`src/rtl/profiler_window_controller_if.sv`:
```
// ---------------------------------------------------------------------------
// profiler_window_controller_if
//
// Purpose: valid/ready word stream carrying one profiler snapshot per window
// from the window controller to the host-side readout logic.
//
// Signals:
//   out_valid  - word on out_data/out_index/out_last is valid
//   out_ready  - readout side accepts the word this cycle
//   out_data   - stream word (DATA_W bits)
//   out_index  - beat index within the window
//   out_last   - final beat of the window
//
// Modports:
//   master - the window controller (drives the word, samples ready)
//   slave  - the readout logic (samples the word, drives ready)
// ---------------------------------------------------------------------------
interface profiler_window_controller_if #(
    parameter int DATA_W = 32
);
    logic              out_valid;
    logic              out_ready;
    logic [DATA_W-1:0] out_data;
    logic [3:0]        out_index;
    logic              out_last;

    modport master (
        output out_valid,
        output out_data,
        output out_index,
        output out_last,
        input  out_ready
    );

    modport slave (
        input  out_valid,
        input  out_data,
        input  out_index,
        input  out_last,
        output out_ready
    );
endinterface

```
`src/rtl/profiler_window_controller.sv`:
```
// ---------------------------------------------------------------------------
// profiler_window_controller
//
// Purpose: runs the instruction profiler through fixed-length sampling
// windows. Enables the profiler for W cycles (or until stop), snapshots all
// counters, clears the profiler, then streams the snapshot out word by word.
// Single-shot or continuous (auto re-arm after each drain).
//
// Ports:
//   clk, rst       - clock, asynchronous active-high reset
//   start          - pulse, begins a window from IDLE
//   stop           - pulse, ends the current window early / ends continuous
//   continuous     - sampled at start, re-arm automatically after drain
//   window_cycles  - window length in cycles, sampled at start (0 acts as 1)
//   counter_vec    - profiler counters, word i at bits [i*DATA_W +: DATA_W]
//   prof_enable    - profiler enable; low clears the profiler
//   stream         - snapshot word stream (master side of the interface)
//   window_id      - number of completed windows, wraps at 2^ID_W
//   busy           - controller is not idle
//   saturated      - sticky, some captured word was all-ones
//
// Build option:
//   PROF_HEADER_EN - when defined, each drain starts with a header beat
//                    {16'hAB5C, window_id[15:0]} at index 0 and the counters
//                    move to indices 1..NUM_COUNTERS.
// ---------------------------------------------------------------------------
module profiler_window_controller #(
    parameter int NUM_COUNTERS = 10,
    parameter int DATA_W       = 32,
    parameter int ID_W         = 16
) (
    input  logic                           clk,
    input  logic                           rst,
    input  logic                           start,
    input  logic                           stop,
    input  logic                           continuous,
    input  logic [31:0]                    window_cycles,
    input  logic [NUM_COUNTERS*DATA_W-1:0] counter_vec,
    output logic                           prof_enable,
    profiler_window_controller_if.master   stream,
    output logic [ID_W-1:0]                window_id,
    output logic                           busy,
    output logic                           saturated
);

    typedef enum logic [2:0] {
        IDLE,
        RUN,
        SNAP,
        CLEAR,
        DRAIN
    } state_t;

`ifdef PROF_HEADER_EN
    localparam int HDR_BEATS = 1;
`else
    localparam int HDR_BEATS = 0;
`endif

    localparam logic [3:0] LAST_IDX = 4'(NUM_COUNTERS - 1 + HDR_BEATS);

    state_t                               state;
    state_t                               state_next;
    logic [31:0]                          run_cnt;
    logic [31:0]                          win_len;
    logic                                 cont_lat;
    logic [NUM_COUNTERS-1:0][DATA_W-1:0]  snap;
    logic [3:0]                           beat_idx;
    logic [3:0]                           ctr_sel;
    logic [DATA_W-1:0]                    word_sel;
    logic                                 beat_fire;
    logic                                 beat_final;
    logic                                 any_ones;

    // A beat leaves only while draining and the reader is ready; the final
    // beat is the one that closes the window.
    assign beat_fire  = (state == DRAIN) && stream.out_ready;
    assign beat_final = beat_fire && (beat_idx == LAST_IDX);

    // Flags an all-ones counter word; only looked at on the snapshot edge.
    always_comb begin
        any_ones = 1'b0;
        for (int i = 0; i < NUM_COUNTERS; i++) begin
            if (counter_vec[i*DATA_W +: DATA_W] == {DATA_W{1'b1}}) begin
                any_ones = 1'b1;
            end
        end
    end

    // State register.
    always_ff @(posedge clk or posedge rst) begin
        if (rst) begin
            state <= IDLE;
        end else begin
            state <= state_next;
        end
    end

    // Next-state logic. RUN ends either at the last window cycle or on the
    // cycle after stop is seen. A stop that coincides with the final beat
    // still cancels the re-arm, even though the latched bit clears a cycle
    // later.
    always_comb begin
        state_next = state;
        case (state)
            IDLE: begin
                if (start) begin
                    state_next = RUN;
                end
            end
            RUN: begin
                if (stop || (run_cnt == win_len - 32'd1)) begin
                    state_next = SNAP;
                end
            end
            SNAP: begin
                state_next = CLEAR;
            end
            CLEAR: begin
                state_next = DRAIN;
            end
            DRAIN: begin
                if (beat_final) begin
                    state_next = (cont_lat && !stop) ? RUN : IDLE;
                end
            end
            default: begin
                state_next = IDLE;
            end
        endcase
    end

    // Window bookkeeping: latched length and mode, cycle counter, snapshot
    // capture, beat pointer, completed-window count and the sticky
    // saturation flag. The snapshot is taken at the closing edge of SNAP,
    // which is also the edge on which the profiler would count the SNAP
    // cycle, so only RUN-cycle activity lands in the snapshot.
    always_ff @(posedge clk or posedge rst) begin
        if (rst) begin
            run_cnt   <= 32'd0;
            win_len   <= 32'd1;
            cont_lat  <= 1'b0;
            snap      <= '0;
            beat_idx  <= 4'd0;
            window_id <= '0;
            saturated <= 1'b0;
        end else begin
            case (state)
                IDLE: begin
                    if (start) begin
                        win_len  <= (window_cycles == 32'd0) ? 32'd1 : window_cycles;
                        cont_lat <= continuous;
                        run_cnt  <= 32'd0;
                    end
                end
                RUN: begin
                    run_cnt <= run_cnt + 32'd1;
                    if (stop) begin
                        cont_lat <= 1'b0;
                    end
                end
                SNAP: begin
                    snap <= counter_vec;
                    if (any_ones) begin
                        saturated <= 1'b1;
                    end
                end
                DRAIN: begin
                    if (stop) begin
                        cont_lat <= 1'b0;
                    end
                    if (beat_final) begin
                        beat_idx  <= 4'd0;
                        window_id <= window_id + ID_W'(1);
                        run_cnt   <= 32'd0;
                    end else if (beat_fire) begin
                        beat_idx <= beat_idx + 4'd1;
                    end
                end
                default: begin
                end
            endcase
        end
    end

    // Outputs decoded from the current state. The profiler is enabled in
    // RUN and SNAP and held cleared everywhere else, including a stalled
    // drain.
    always_comb begin
        ctr_sel  = beat_idx - 4'(HDR_BEATS);
        word_sel = snap[ctr_sel];
`ifdef PROF_HEADER_EN
        if (beat_idx == 4'd0) begin
            word_sel = DATA_W'({16'hAB5C, 16'(window_id)});
        end
`endif
        prof_enable      = (state == RUN) || (state == SNAP);
        busy             = (state != IDLE);
        stream.out_valid = (state == DRAIN);
        stream.out_index = (state == DRAIN) ? beat_idx : 4'd0;
        stream.out_last  = (state == DRAIN) && (beat_idx == LAST_IDX);
        stream.out_data  = (state == DRAIN) ? word_sel : '0;
    end

endmodule

```
`src/flat_wrapper.sv`:
```
// flat-port wrapper written by rule: the top's interface ports become plain ports
module profiler_window_controller_flat 
#(
    parameter int NUM_COUNTERS = 10,
    parameter int DATA_W       = 32,
    parameter int ID_W         = 16
)
  (clk, rst, start, stop, continuous, window_cycles, counter_vec, prof_enable, window_id, busy, saturated, stream_out_valid, stream_out_data, stream_out_index, stream_out_last, stream_out_ready);
  profiler_window_controller_if #(.DATA_W(DATA_W)) stream_i ();
  input  logic clk;
  input  logic rst;
  input  logic start;
  input  logic stop;
  input  logic continuous;
  input  logic [31:0] window_cycles;
  input  logic [NUM_COUNTERS*DATA_W-1:0] counter_vec;
  output logic prof_enable;
  output logic [ID_W-1:0] window_id;
  output logic busy;
  output logic saturated;
  output wire logic [$bits(stream_i.out_valid)-1:0] stream_out_valid;
  output wire logic [$bits(stream_i.out_data)-1:0] stream_out_data;
  output wire logic [$bits(stream_i.out_index)-1:0] stream_out_index;
  output wire logic [$bits(stream_i.out_last)-1:0] stream_out_last;
  input wire logic [$bits(stream_i.out_ready)-1:0] stream_out_ready;
  assign stream_out_valid = stream_i.out_valid;
  assign stream_out_data = stream_i.out_data;
  assign stream_out_index = stream_i.out_index;
  assign stream_out_last = stream_i.out_last;
  assign stream_i.out_ready = stream_out_ready;
  profiler_window_controller #(.NUM_COUNTERS(NUM_COUNTERS), .DATA_W(DATA_W), .ID_W(ID_W)) u_core (.clk(clk), .rst(rst), .start(start), .stop(stop), .continuous(continuous), .window_cycles(window_cycles), .counter_vec(counter_vec), .prof_enable(prof_enable), .stream(stream_i), .window_id(window_id), .busy(busy), .saturated(saturated));
endmodule
```
`config.mk`:
```
export PLATFORM = sky130hd
export DESIGN_NAME = profiler_window_controller_flat
export DESIGN_NICKNAME = d
export VERILOG_FILES = /design/src/rtl/profiler_window_controller_if.sv /design/src/rtl/profiler_window_controller.sv /design/src/flat_wrapper.sv
export SDC_FILE = /design/constraint.sdc
export NUM_CORES = 1
export LEC_CHECK = 0
export BUFFER_PORTS_ARGS = -buffer_cell sky130_fd_sc_hd__buf_4
export CAP_MARGIN = 20
export CORE_UTILIZATION = 50
export CTS_CLUSTER_DIAMETER = 40
export DETAILED_ROUTE_END_ITERATION = 10
export PLACE_DENSITY = 0.83
export SLEW_MARGIN = 20
export SYNTH_ARGS = -nofsm -noshare
export SYNTH_HDL_FRONTEND = slang
export SYNTH_SLANG_ARGS = --single-unit
```
`constraint.sdc`:
```
create_clock -name clk -period 17.1 [get_ports clk]
set_input_delay 3.42 -clock clk [delete_from_list [all_inputs] [get_ports clk]]
set_output_delay 3.42 -clock clk [all_outputs]
set_load 0.02 [all_outputs]
```
* Word level (Yosys, flattened, before mapping)
Index checks and enable logic that the tools add are counted.
** Word-level totals
- Output and inout port bits :: 57
- Flip-flop bits (word level) :: 409
** Cells by class
- Mux-type cells :: 28
- Reduce and logical (&&, ||, !) cells :: 21
- Equality and inequality tests :: 20
- Add/sub/neg operators :: 4
- $lt $le $gt $ge :: 1
** Operators with widths (number)
- $eq A32 B32 Y1 const B :: 10
- $mux W32 :: 5
- $bmux W32 S4 :: 1
- $pmux W32 S3 :: 1
- $add A32 B1 Y32 const B :: 1
- $eq A32 B32 Y1 :: 1
- $logic_not A32 Y1 :: 1
- $sub A32 B1 Y32 const B :: 1
- $add A16 B1 Y16 const B :: 1
- $pmux W3 S5 :: 1
- $mux W1 :: 13
- $mux W4 :: 3
- $mux W3 :: 3
- $reduce_and A3 Y1 :: 3
- $reduce_and A2 Y1 :: 4
- $eq A3 B2 Y1 const B :: 2
- $ne A2 B1 Y1 const B :: 3
- $reduce_bool A3 Y1 :: 2
- $lt A4 B5 Y1 const B :: 1
- $add A4 B1 Y4 const B :: 1
- $eq A4 B4 Y1 const B :: 1
- $logic_and A1 B1 Y1 :: 4
- $reduce_bool A2 Y1 :: 2
- $eq A3 B1 Y1 const B :: 1
- other kinds (7) :: 8

* Longest topological paths before layout
- Depth after elaboration :: 12
- Gate-level depth with buffers :: 11
- Gate-level depth less buffers :: 10

* Worst setup path before layout
Ideal clock, no wire load.
- Path type :: flip-flop to output port
- Start point :: reg u_core.beat_idx[0]
- End point :: out stream_out_data[10]
- Stages on the path, launching flop included :: 7
- Arrival time :: 2253 ps
- Buffers on the path :: 2
- Required time :: 13680 ps
- Setup slack :: 11427 ps
- Cell sequence :: dfrtp_1 clkbuf_1 buf_1 mux4_2 mux2i_1 o22ai_1 and2_1
** Between the ends
- Cells in the longest elaborated chain, start to end :: 3
** Ends and longest elaborated chain
- start: declaration :: line profiler_window_controller.sv:68 : logic [3:0] beat_idx;
- start signal: assignment :: line profiler_window_controller.sv:177 : beat_idx <= beat_idx + 4'd1;
- $bmux W32 S4 :: line profiler_window_controller.sv:191 : word_sel = snap[ctr_sel];
- $mux W32 (implied by the code) :: line profiler_window_controller.sv:191
- $mux W32 :: line profiler_window_controller.sv:202 : stream.out_data = (state == DRAIN) ? word_sel : '0;
- end: declaration :: line flat_wrapper.sv:22 : output wire logic [$bits(stream_i.out_data)-1:0] stream_out_data;
Every way passes these cells. The select of a mux whose other input is x is not followed.

* Worst setup path in the final report
- Start point :: reg u_core.beat_idx[0]
- End point :: out stream_out_data[31]
Same word-level chain as after synthesis.

==> flow_summary.toml <==
[placement]
dp_hpwl_mm = 55.7
gp_congestion = 0.962
placed_area_sq_mm = 0.0238
numPortBuffers = 414

[cells_and_area]
mostFrequentLayoutCells = "1002 x nand2_1, 430 x buf_4, 406 x dfrtp_1, 99 x nand4_1, 66 x mux2i_1"
syn_to_final_growth_pct = 26.2
drive_gt1_frac = 0.242
n_fill_cell = 3195
final_common_cell = "nand2_1"
stdcell_area_sq_mm = 0.0257
post-route-util = 0.643
diodes = 0
nets = 2957

[clock_tree]
clk_pin_slew_ps = 60
cts.sinks = 409
cts_buffer_depth = 3
cts_hold_buf = 0
clk_latency_ps = 610
cts_buffers = 53
cts_setup_buffers = 0
post_cts_resized = 0
cts_tree = "done"
cts_root_buf = "clkbuf_16"
htree_levels = 2

[yosys]
synth.net_count = 2590
synth_top_area_share = 0.502
syn-mean-instance-area_sq_um = 9.14
synth.yosys.warnings = 0
synth_cell_types = 66
yosysTopAreaCell = "dfrtp_1"
synth_enable_flop_cells = 0
ys.flop_type = "dfrtp_1"
synth_cells = 2227
ys_ff_latch = 409
async_flop_share = 1.00
synth_area_leaders = "dfrtp_1 50%, nand2_1 18%, mux4_2 7.1%"
syn_area_sq_mm = 0.0203
yosysSeqAreaShare = 0.503

[detailed_routing]
wire_per_inst_um = 23.4
drc = 0
avgViaCountPerCell = 5.90
dr.pass1.iters = 6
drt_iter0_drc = 1985
vias = 18700
totalWireLength_mm = 74.0
final_antenna_net_count = 0

[global_route]
grt_pass1_vias = 18800
grt_pass1_wl_mm = 110
grt_max_degree = 225
overflow = 0
antenna_found_initial = 1
grtUsageTotal = 0.359

[sta]
hold_viol = 0
clock_skew_ps = 36.8
fin_tns_setup_ps = 0
slew_headroom = 0.234
fin_crit_sh = 0.403
worstMarginPinSlew_ps = 1140
final_max_slew_viol_count = 0
hold_ws_ps = 464
final-setup-viol-count = 0
min_period_ps = 6900
rsz0062_at_grt = "no"
max_freq_mhz = 145

[critical_path]
end_kind = "output port"
critPathMaxFanout = 43
r2r_start = "u_core.beat_idx[0]$_DFFE_PP0P_"
start_kind = "flip-flop"
critical_path_class = "reg -> out"
rr_worst_depth = 9
worstPathArrival_ps = 3480
r2r_slack_ps = 12820
crit_required_ps = 13680
r2r_end = "u_core.run_cnt[29]$_DFFE_PP0P_"

[min_path]
holdCritStartpoint = "u_core.saturated$_DFFE_PP0P_"
hold_depth = 1
hold_end = "u_core.saturated$_DFFE_PP0P_"
hold_path_class = "reg -> reg"

[floorplan]
chipWidth_um = 204
rows = 73
coreArea_sq_mm = 0.0399
ios = 415
initial_utilization = 0.510
die_h_um = 204
die_area_sq_mm = 0.0415

[run]
cap_violations = 0

[outcome]
outcome = "complete, no violations"

[pwr]
vdd_drop_max_v = 0.000106
power.leakage_nw = 12.8
power_density_mw_per_mm2 = 181
[power by group]
| part | switching [mW] | internal [mW] |
|---|---|---|
| combinational | 0.934 | 0.743 |
| clock | 0.454 | 0.685 |
| sequential | 0.427 | 1.39 |
| total | 1.82 | 2.82 |
[area by class of cell]
| type | count | area, sq um | area share |
|---|---|---|---|
| multi-input cells | 1682 | 9620 | 0.375 |
| well taps | 525 | 657 | 0.0256 |
| clock buffers | 67 | 1450 | 0.0564 |
| inverters | 16 | 67.6 | 0.00263 |
| clock inverters | 31 | 373 | 0.0145 |
| flip-flops and latches | 409 | 10200 | 0.399 |
| repair buffers | 432 | 3280 | 0.128 |
[per-layer routing]
| layer | up-vias | share of wire | global-route usage |
|---|---|---|---|
| li1 | 8244 | - | - |
| met1 | 9053 | 0.34 | 0.415 |
| met2 | 1092 | 0.50 | 0.602 |
| met3 | 264 | 0.081 | 0.0682 |
| met4 | 2 | 0.080 | 0.255 |
| met5 | - | 0.00011 | 0 |
[critical path: stages (launching register included)]
cell     delay [ps]
dfrtp_4         790
buf_4           720
mux4_2          590
mux2i_1         180
o22ai_1         180
and2_1          220
buf_4           150
[cells in the mapped netlist (all sizes together) (2+ instances only)]
cell,instances
and4,4
clkbuf,98
nor3,19
dfrtp,408
mux4,64
inv,16
ha,5
nor4b,6
nor4,36
or4b,2
a211oi,2
nand3b,9
and2,37
xnor2,47
o311ai,2
and3,8
nand2b,5
a22o,2
o22ai,34
a21o,2
nor3b,2
or2,2
mux2i,66
a21oi,8
buf,22
nand4,100
nand2,1002
o2111a,2
a31oi,6
nor2b,4
or4,3
o21ai,42
or3,8
a22oi,5
nand3,27
mux2,27
nor2,53
or3b,2
xor2,22
[stage by stage]
step,power (mW),setup WS (ps),std cells
finish,4.64,10200,3162
global route,4.88,9950,3162
CTS,4.61,10170,3161
detailed placement,3.45,10820,3063
global placement,3.39,10830,3063
floorplan,2.85,2300,2227
[worst max path at each step]
stage	start	end	slack, ps
4_1_cts	u_core.beat_idx[0]$_DFFE_PP0P_	stream_out_data[31]	10170
3_5_place_dp	u_core.beat_idx[0]$_DFFE_PP0P_	stream_out_data[31]	10820
6_report	u_core.beat_idx[0]$_DFFE_PP0P_	stream_out_data[31]	10200
3_3_place_gp	u_core.beat_idx[0]$_DFFE_PP0P_	stream_out_data[31]	10830
2_1_floorplan	rst	u_core.beat_idx[0]$_DFFE_PP0P_	2300
5_1_grt	u_core.beat_idx[0]$_DFFE_PP0P_	stream_out_data[31]	9950
[flip-flops by register name (all words and copies together) (netlist names)]
register,flops
u_core.snap,320
u_core.cont_lat,1
u_core.beat_idx,4
u_core.win_len,32
u_core.state,3
u_core.window_id,16
u_core.run_cnt,32
u_core.saturated,1
[kinds of logic after synthesis]
kind of cell             share of synthesized area
flip-flops                                   0.503
adder cells (fa/ha/maj)                    0.00307
XOR/XNOR                                    0.0297
buffers and inverters                       0.0251
AND/OR/NAND/NOR                              0.283
multiplexers                                 0.118
AO/OA/AOI/OAI                               0.0375
(Power assumes the default switching activity.)
